## src/rtl/apb_arb_pkg.sv

```systemverilog
// Shared types and defaults for the two-requester APB arbiter.
package apb_arb_pkg;
  localparam int DEF_ADDR_W  = 8;
  localparam int DEF_DATA_W  = 8;
  localparam int DEF_TIMEOUT = 16;

  localparam logic [7:0] SLAVE2_BASE = 8'h80;

  typedef enum logic [1:0] {
    ST_IDLE   = 2'd0,
    ST_SETUP  = 2'd1,
    ST_ACCESS = 2'd2
  } state_e;
endpackage

```

## src/rtl/apb_arbiter_if.sv

```systemverilog
// Requester-side handshakes and APB master bus of the arbiter, bundled together.
interface apb_arbiter_if
  import apb_arb_pkg::*;
#(
  parameter int ADDR_W = DEF_ADDR_W,
  parameter int DATA_W = DEF_DATA_W
);
  logic              req0, req1, wr0, wr1;
  logic [ADDR_W-1:0] addr0, addr1;
  logic [DATA_W-1:0] wdata0, wdata1;
  logic              done0, done1, err;
  logic [DATA_W-1:0] rdata;
  logic              psel1, psel2, penable, pwrite;
  logic [ADDR_W-1:0] paddr;
  logic [DATA_W-1:0] pwdata, prdata;
  logic              pready, pslverr;

  modport master (
    input  req0, req1, wr0, wr1, addr0, addr1, wdata0, wdata1, prdata, pready, pslverr,
    output done0, done1, rdata, err, psel1, psel2, penable, pwrite, paddr, pwdata
  );

  modport slave (
    output req0, req1, wr0, wr1, addr0, addr1, wdata0, wdata1, prdata, pready, pslverr,
    input  done0, done1, rdata, err, psel1, psel2, penable, pwrite, paddr, pwdata
  );
endinterface

```

## src/rtl/apb_rr_arbiter.sv

```systemverilog
// Two-way round-robin grant with an eligibility mask and a registered last-grant pointer.
module apb_rr_arbiter
  import apb_arb_pkg::*;
(
  input  logic       clk,
  input  logic       reset,
  input  logic [1:0] i_req,
  input  logic [1:0] i_mask,
  input  logic       i_en,
  output logic [1:0] o_grant
);
  logic [1:0] w_elig;
  logic       r_last;

  assign w_elig = i_req & i_mask;

  always_comb begin
    o_grant = 2'b00;
    if (i_en) begin
      case (w_elig)
        2'b01:   o_grant = 2'b01;
        2'b10:   o_grant = 2'b10;
        2'b11:   o_grant = r_last ? 2'b01 : 2'b10;
        default: o_grant = 2'b00;
      endcase
    end
  end

  // Pointer starts at requester 1 so requester 0 wins the first tie.
  always_ff @(posedge clk) begin
    if (reset) begin
      r_last <= 1'b1;
    end else if (o_grant != 2'b00) begin
      r_last <= o_grant[1];
    end
  end
endmodule

```

## src/rtl/apb_arbiter.sv

```systemverilog
// Arbitrates two requesters onto one APB master port with wait-state timeout.
module apb_arbiter
  import apb_arb_pkg::*;
#(
  parameter int ADDR_W  = DEF_ADDR_W,
  parameter int DATA_W  = DEF_DATA_W,
  parameter int TIMEOUT = DEF_TIMEOUT
) (
  input logic           clk,
  input logic           reset,
  apb_arbiter_if.master bus
);
  localparam int WAIT_W = $clog2(TIMEOUT + 1);

  state_e            r_state;
  logic              r_owner, r_wr, r_done0, r_done1, r_err;
  logic [ADDR_W-1:0] r_addr;
  logic [DATA_W-1:0] r_wdata, r_rdata;
  logic [WAIT_W-1:0] r_wait;
  logic [1:0]        w_grant;
  logic              w_idle, w_busy, w_sel2;

  assign w_idle = (r_state == ST_IDLE);
  assign w_busy = (r_state == ST_SETUP) || (r_state == ST_ACCESS);
  assign w_sel2 = (r_addr >= ADDR_W'(SLAVE2_BASE));

  // A requester being told done this cycle still shows req; mask it out.
  apb_rr_arbiter u_rr (
    .clk    (clk),
    .reset  (reset),
    .i_req  ({bus.req1, bus.req0}),
    .i_mask ({~r_done1, ~r_done0}),
    .i_en   (w_idle),
    .o_grant(w_grant)
  );

  always_ff @(posedge clk) begin
    if (w_idle && (w_grant != 2'b00)) begin
      r_owner <= w_grant[1];
      r_wr    <= w_grant[1] ? bus.wr1    : bus.wr0;
      r_addr  <= w_grant[1] ? bus.addr1  : bus.addr0;
      r_wdata <= w_grant[1] ? bus.wdata1 : bus.wdata0;
    end
  end

  always_ff @(posedge clk) begin
    if (reset) begin
      r_state <= ST_IDLE;
      r_wait  <= '0;
      r_done0 <= 1'b0;
      r_done1 <= 1'b0;
      r_rdata <= '0;
      r_err   <= 1'b0;
    end else begin
      r_done0 <= 1'b0;
      r_done1 <= 1'b0;
      r_rdata <= '0;
      r_err   <= 1'b0;
      case (r_state)
        ST_IDLE: begin
          if (w_grant != 2'b00) r_state <= ST_SETUP;
        end
        ST_SETUP: begin
          r_state <= ST_ACCESS;
          r_wait  <= '0;
        end
        ST_ACCESS: begin
          if (bus.pready) begin
            r_state <= ST_IDLE;
            r_done0 <= ~r_owner;
            r_done1 <= r_owner;
            r_rdata <= r_wr ? '0 : bus.prdata;
            r_err   <= bus.pslverr;
            r_wait  <= '0;
          end else if (r_wait == WAIT_W'(TIMEOUT - 1)) begin
            r_state <= ST_IDLE;
            r_done0 <= ~r_owner;
            r_done1 <= r_owner;
            r_err   <= 1'b1;
            r_wait  <= '0;
          end else begin
            r_wait <= r_wait + WAIT_W'(1);
          end
        end
        default: r_state <= ST_IDLE;
      endcase
    end
  end

  // Bus outputs are decoded from state so they drop the cycle after any exit.
  assign bus.psel1   = w_busy & ~w_sel2;
  assign bus.psel2   = w_busy & w_sel2;
  assign bus.penable = (r_state == ST_ACCESS);
  assign bus.pwrite  = w_busy & r_wr;
  assign bus.paddr   = w_busy ? r_addr  : '0;
  assign bus.pwdata  = w_busy ? r_wdata : '0;
  assign bus.done0   = r_done0;
  assign bus.done1   = r_done1;
  assign bus.rdata   = r_rdata;
  assign bus.err     = r_err;
endmodule

```

## src/flat_wrapper.sv

```systemverilog
// flat-port wrapper written by rule: the top's interface ports become plain ports
module apb_arbiter_flat import apb_arb_pkg::*;
#(
  parameter int ADDR_W  = DEF_ADDR_W,
  parameter int DATA_W  = DEF_DATA_W,
  parameter int TIMEOUT = DEF_TIMEOUT
)
  (clk, reset, bus_req0, bus_req1, bus_wr0, bus_wr1, bus_addr0, bus_addr1, bus_wdata0, bus_wdata1, bus_prdata, bus_pready, bus_pslverr, bus_done0, bus_done1, bus_rdata, bus_err, bus_psel1, bus_psel2, bus_penable, bus_pwrite, bus_paddr, bus_pwdata);
  apb_arbiter_if #(.ADDR_W(ADDR_W), .DATA_W(DATA_W)) bus_i ();
  input logic clk;
  input logic reset;
  input wire logic [$bits(bus_i.req0)-1:0] bus_req0;
  input wire logic [$bits(bus_i.req1)-1:0] bus_req1;
  input wire logic [$bits(bus_i.wr0)-1:0] bus_wr0;
  input wire logic [$bits(bus_i.wr1)-1:0] bus_wr1;
  input wire logic [$bits(bus_i.addr0)-1:0] bus_addr0;
  input wire logic [$bits(bus_i.addr1)-1:0] bus_addr1;
  input wire logic [$bits(bus_i.wdata0)-1:0] bus_wdata0;
  input wire logic [$bits(bus_i.wdata1)-1:0] bus_wdata1;
  input wire logic [$bits(bus_i.prdata)-1:0] bus_prdata;
  input wire logic [$bits(bus_i.pready)-1:0] bus_pready;
  input wire logic [$bits(bus_i.pslverr)-1:0] bus_pslverr;
  output wire logic [$bits(bus_i.done0)-1:0] bus_done0;
  output wire logic [$bits(bus_i.done1)-1:0] bus_done1;
  output wire logic [$bits(bus_i.rdata)-1:0] bus_rdata;
  output wire logic [$bits(bus_i.err)-1:0] bus_err;
  output wire logic [$bits(bus_i.psel1)-1:0] bus_psel1;
  output wire logic [$bits(bus_i.psel2)-1:0] bus_psel2;
  output wire logic [$bits(bus_i.penable)-1:0] bus_penable;
  output wire logic [$bits(bus_i.pwrite)-1:0] bus_pwrite;
  output wire logic [$bits(bus_i.paddr)-1:0] bus_paddr;
  output wire logic [$bits(bus_i.pwdata)-1:0] bus_pwdata;
  assign bus_i.req0 = bus_req0;
  assign bus_i.req1 = bus_req1;
  assign bus_i.wr0 = bus_wr0;
  assign bus_i.wr1 = bus_wr1;
  assign bus_i.addr0 = bus_addr0;
  assign bus_i.addr1 = bus_addr1;
  assign bus_i.wdata0 = bus_wdata0;
  assign bus_i.wdata1 = bus_wdata1;
  assign bus_i.prdata = bus_prdata;
  assign bus_i.pready = bus_pready;
  assign bus_i.pslverr = bus_pslverr;
  assign bus_done0 = bus_i.done0;
  assign bus_done1 = bus_i.done1;
  assign bus_rdata = bus_i.rdata;
  assign bus_err = bus_i.err;
  assign bus_psel1 = bus_i.psel1;
  assign bus_psel2 = bus_i.psel2;
  assign bus_penable = bus_i.penable;
  assign bus_pwrite = bus_i.pwrite;
  assign bus_paddr = bus_i.paddr;
  assign bus_pwdata = bus_i.pwdata;
  apb_arbiter #(.ADDR_W(ADDR_W), .DATA_W(DATA_W), .TIMEOUT(TIMEOUT)) u_core (.clk(clk), .reset(reset), .bus(bus_i));
endmodule
```

## config.mk

```make
export PLATFORM = sky130hd
export DESIGN_NAME = apb_arbiter_flat
export DESIGN_NICKNAME = d
export VERILOG_FILES = /design/src/rtl/apb_arb_pkg.sv /design/src/rtl/apb_arbiter_if.sv /design/src/rtl/apb_rr_arbiter.sv /design/src/rtl/apb_arbiter.sv /design/src/flat_wrapper.sv
export SDC_FILE = /design/constraint.sdc
export NUM_CORES = 1
export LEC_CHECK = 0
export ABC_AREA = 1
export CORE_MARGIN = 10
export CORE_UTILIZATION = 25
export DETAILED_ROUTE_END_ITERATION = 10
export GPL_TIMING_DRIVEN = 0
export MAX_ROUTING_LAYER = met4
export PLACE_DENSITY = 0.63
export SLEW_MARGIN = 20
export SYNTH_ARGS = -nofsm -noshare
export SYNTH_HDL_FRONTEND = slang
export SYNTH_SLANG_ARGS = --single-unit
export TNS_END_PERCENT = 50
```

## constraint.sdc

```tcl
create_clock -name clk -period 3.25 [get_ports clk]
set_input_delay 0.65 -clock clk [delete_from_list [all_inputs] [get_ports clk]]
set_output_delay 0.65 -clock clk [all_outputs]
set_load 0.02 [all_outputs]
```

* Word-level counts from Yosys, hierarchy flattened *
Index checks and enable logic that the tools add are counted.

word-level totals
  output and inout port bits = 31
  bits in registers = 37
  word-level logic and storage cells = 60
  input bits = 48

cells by class
  order comparisons = 1
  bitwise logic cells = 10
  equality and inequality tests = 8
  reductions and logical operators = 8
  add/sub/neg operators = 1
  multiplexer cells = 21

operators by type and width
  kind                                                                      number
  8-bit 2-to-1 mux                                                          4
  2-bit case mux with 3 select lines                                        2
  2-bit 2-to-1 mux                                                          5
  5-bit 2-to-1 mux                                                          2
  5-bit case mux with 2 select lines                                        1
  8-bit greater-or-equal comparator (second input constant)                 1
  1-bit 2-to-1 mux                                                          7
  2-bit == test (second input constant)                                     3
  1-bit NOT                                                                 6
  5-bit by 1-bit adder with 5-bit output (second input constant)            1
  5-bit by 4-bit == test with 1-bit output (second input constant)          1
  2-bit by 1-bit == test with 1-bit output (second input constant)          2
  2-bit nonzero test                                                        2
  4-bit OR reduction                                                        1
  1-bit AND                                                                 3
  3-bit by 2-bit inequality test with 1-bit output (second input constant)  1
  2-bit AND                                                                 1
  2-bit zero test                                                           1
  2-bit inequality test (second input constant)                             1
  2-bit AND reduction                                                       1
  2-bit OR reduction                                                        1
  1-bit logical AND                                                         1
  1-bit logical OR                                                          1

* Depth between registers and ports, before layout *
  depth in word-level cells = 8
  gate-level depth with buffers = 8
  mapped depth without buffers = 8

* Hierarchy *
From an unflattened synthesis, not the netlist that was laid out.

second synthesis, totals
  cells, all modules = 209
  area total of the unflattened synthesis = 1,684.1 um^2

modules (own cells, without submodules)
  module          seq. area each (um^2)  area each (um^2)  cells each  instances
  apb_arbiter     900.9                  1,610.3           196         1
  apb_rr_arbiter  20.0                   73.8              13          1

* Worst setup path after synthesis *
OpenSTA, ideal clock, no wires.

  path type = reg-to-output
  start point = register u_core.r_state[0]
  end point = output port bus_paddr[0]
  path slack = 1,423 ps
  data required time = 2,600 ps
  stages on the path, launching flop included = 6
  arrival = 1,177 ps
  path buffers = 1
  cells stage by stage = dfxtp_1 -> inv_1 -> ha_1 -> clkbuf_1 -> nand2_1 -> inv_1

between the ends
  word-level cells in the longest chain between the ends = 3
  elaborated cells on any way between the ends = 4
  classes of those cells = eq/ne: 2; mux: 1; reduce/logical: 1

RTL lines
  element                                                                           line                text
  from (decl)                                                                       apb_arbiter.sv:15   state_e r_state;
  from (signal assigned)                                                            apb_arbiter.sv:48   r_state <= ST_IDLE;
  from (signal assigned)                                                            apb_arbiter.sv:61   if (w_grant != 2'b00) r_state <= ST_SETUP;
  from (signal assigned)                                                            apb_arbiter.sv:64   r_state <= ST_ACCESS;
  2-bit by 1-bit == test with 1-bit output / 2-bit == test (equally long branches)  apb_arbiter.sv:24   assign w_busy = (r_state == ST_SETUP) || (r_state == ST_ACCESS);
  1-bit logical OR (*)                                                              apb_arbiter.sv:24
  via u_core.w_busy                                                                 apb_arbiter.sv:21   logic w_idle, w_busy, w_sel2;
  8-bit 2-to-1 mux (*)                                                              apb_arbiter.sv:95   assign bus.paddr = w_busy ? r_addr : '0;
  to (decl)                                                                         flat_wrapper.sv:31  output wire logic [$bits(bus_i.paddr)-1:0] bus_paddr;

Mark *: on every way through the listed nets, which the timed path passes. The rest lies on a longest branch.

* Worst setup path in the final report *
  start point = register u_core.r_state[1]
  end point = output port bus_pwdata[4]

between the ends
  word-level cells in the longest chain between the ends = 3
  elaborated cells on any way between the ends = 4
  classes of those cells = eq/ne: 2; mux: 1; reduce/logical: 1

RTL lines
  element                                                                           line                text
  2-bit by 1-bit == test with 1-bit output / 2-bit == test (equally long branches)  apb_arbiter.sv:24
  1-bit logical OR (*)                                                              apb_arbiter.sv:24
  via u_core.w_busy                                                                 apb_arbiter.sv:21
  8-bit 2-to-1 mux (*)                                                              apb_arbiter.sv:96   assign bus.pwdata = w_busy ? r_wdata : '0;
  to (decl)                                                                         flat_wrapper.sv:32  output wire logic [$bits(bus_i.pwdata)-1:0] bus_pwdata;

Marked as above.

==> flow_summary.toml <==
[synthesis]
netlist_area_um2 = 1658
ys_seq_elements = 37
ys_seq_area_share_pct = 55.55
synth_top_cells_by_area = "edfxtp_1, dfxtp_1, nand2_1"
synth.distinct_cells = 24
syn_avg_cell_area_um2 = 8.248
synth_edf_count = 18
async_flop_share_pct = 0
synth_compound_area_share_pct = 3.547
syn-num-nets = 253
ys.flop_type = "dfxtp_1"
synth.mux.area_fraction_pct = 0.6038
synth_top_family_by_area = "simple AND/OR/NAND/NOR gates"
yosys.area_share.xor_xnor_pct = 0.5283
synthesis.instances = 201
yosysWarnings = 0
synth_top_area_share_pct = 32.60
synth-adder-area-share_pct = 3.019
synthSimpleGateAreaFrac_pct = 26.26
yosysTopAreaCell = "edfxtp_1"

[worst_setup_path]
crit_top_cell = "inv_1"
critPathBufInv = 4
cp.arrival_ns = 2.20
path_cells = "inv_1, ha_1, clkbuf_1, nand2_1, inv_1, clkdlybuf4s50_1"
critPathLaunchType = "flip-flop"
worst_ep_required_time_ns = 2.60
critPathCaptureType = "output port"
critPathMaxFanout = 10
slowest_stage = "clkdlybuf4s50_1"
path_class = "reg2out"
slowest_delay_ns = 0.61
critPathTopFamily = "buffers and inverters"

[clock_tree]
cts_resized = 0
clockRootBuffer = "clkbuf_8"
cts_hold_buf = 0
cts_tree = "done"
cts.path.max_buffers = 2
path_clk_slew_ns = 0.08
cts_htree_levels = 2
numCtsBuffers = 5
cts_setup_buffers = 0
clkSinkCount = 37
insertion_delay_ns = 0.29

[power]
power_leakage_nw = 1.241
total_power_mw = 1.240
ir_drop_mv = 0.1816
powerDensity_nw_per_um2 = 471.8

[finish]
final_common_cell = "nand2_1"
stdcell_count = 364
fillCellCount = 661
syn_to_final_growth_pct = 58.57
drive_above_1_share_pct = 5.923
antenna_cells = 0
finalNetCount = 338
final_cell_mix = "nand2_1, clkdlybuf4s50_1, inv_1, dfxtp_1, edfxtp_1"

[global_route]
grt_max_degree = 21
grt_pass1_wl_mm = 7.189
antenna_found_initial = 0
grt_remaining_overflow = 0
grt_pass1_vias = 1587
track_usage_pct = 9.103

[placement]
dp_hpwl_mm = 3.501
gp_routability_congestion = 0.7514
dp_slack_ns = 0.6805
dpl.cell_count = 356
io_buffers = 78

[run_status]
outcome = "finished, final reports clean"

[timing]
hold_slack_ns = 0.4479
fin_crit_sh_pct = 87.59
maxSlewViolCount = 0
tns_ns = 0
max_freq_mhz = 351.3
post-route-min-period_ns = 2.847
worst_slack_ns = 0.4035
rsz0062_at_grt = "no"
hold_viol_final = 0
setup_viol = 0
worst_slew_pin_slew_ns = 0.6536
max_slew_margin_pct = 56.32
skew_ns = 0.008066

[detailed_routing]
drc = 0
first_pass_iters = 5
routed_wl_mm = 4.369
drtIter0Drc = 29
wl_per_cell_um = 12.00
viasPerCell = 4.063
vias = 1479
ant_nets = 0

[die]
die_x_um = 101.4
core-area_um2 = 6386
dieArea_um2 = 10290
die_y_um = 101.4
io_pins = 79
start_util_pct = 25.96
rows = 29

[run]
maxCapViolCount = 0

[min_path]
min_path_type = "reg2reg"
[layout make-up]
class	count	area (µm²)	share of cell area, %
Sequential cell	37	920.9	35.03
Timing Repair Buffer	78	780.7	29.70
Multi-Input combinational cell	121	570.5	21.70
Inverter	39	148.9	5.664
Tap cell	77	96.34	3.665
Clock buffer	5	68.82	2.618
Buffer	4	25.02	0.9519
Clock inverter	3	17.52	0.6663
[final timing paths]
check	start	slack (ns)	endpoint	cells past startpoint
max	u_core.r_state[1]	0.40	bus_pwdata[4]	6
min	u_core.r_owner	0.45	u_core.bus.done0	1
max reg2reg	u_core.r_state[0]	1.63	u_core.r_wdata[1]	3
min reg2reg	u_core.r_owner	0.45	u_core.bus.done0	1
[routing by layer]
| layer | track usage, % | up-vias | routed length, µm |
|---|---|---|---|
| met1 | 9.908 | 631 | 1973 |
| met5 | - | - | 0 |
| met4 | 4.502 | 0 | 89 |
| met3 | 3.948 | 5 | 391 |
| met2 | 13.92 | 65 | 1914 |
| li1 | - | 778 | - |
[power breakdown]
| part | switching (mW) | internal [mW] | total (mW) |
|---|---|---|---|
| clock | 0.171 | 0.148 | 0.319 |
| combinational | 0.187 | 0.168 | 0.355 |
| sequential | 0.0171 | 0.549 | 0.566 |
| total | 0.375 | 0.865 | 1.24 |
[synth_stat cells (2+ instances only)]
cell type / instances
nand4_1: 2
edfxtp_1: 18
a21oi_1: 7
nor3_1: 2
dfxtp_1: 19
nor2_1: 15
nand2_1: 79
inv_1: 37
ha_1: 4
buf_2: 2
nand3_1: 3
[worst register-to-register path, delay by kind of cell, from the launching register on]
| kind | cells | cell delay [ns] |
|---|---|---|
| DFF | 1 | 0.33 |
| adders and majority gates | 1 | 0.25 |
| buffers and inverters | 1 | 0.08 |
| AOI/OAI and AO/OA | 1 | 0.60 |
[per-stage QoR]
| stage | instance area [µm²] | util (%) |
|---|---|---|
| detailed placement | 2535 | 39.69 |
| global route | 2629 | 41.16 |
| floorplan | 1658 | - |
| global placement | 2535 | 39.69 |
| CTS | 2621 | 41.05 |
| finish | 2629 | 41.16 |
[sequential cells by signal (all words and copies together) (netlist names)]
signal and cells:
u_core.bus.done0 1, u_core.bus.done1 1, u_core.bus.err 1, u_core.bus.rdata 8, u_core.r_addr 8, u_core.r_owner 1
u_core.r_state 2, u_core.r_wait 5, u_core.r_wdata 8, u_core.r_wr 1, u_core.u_rr.r_last 1
[cell families after synthesis]
| kind of cell | Yosys count |
|---|---|
| AOI/OAI and AO/OA | 10 |
| xor gates and xnor gates | 1 |
| adders and majority gates | 4 |
| buffers and inverters | 43 |
| DFF | 37 |
| muxes | 1 |
| and+or+nand+nor | 105 |
Note: power is estimated with default switching activity, not from simulation.
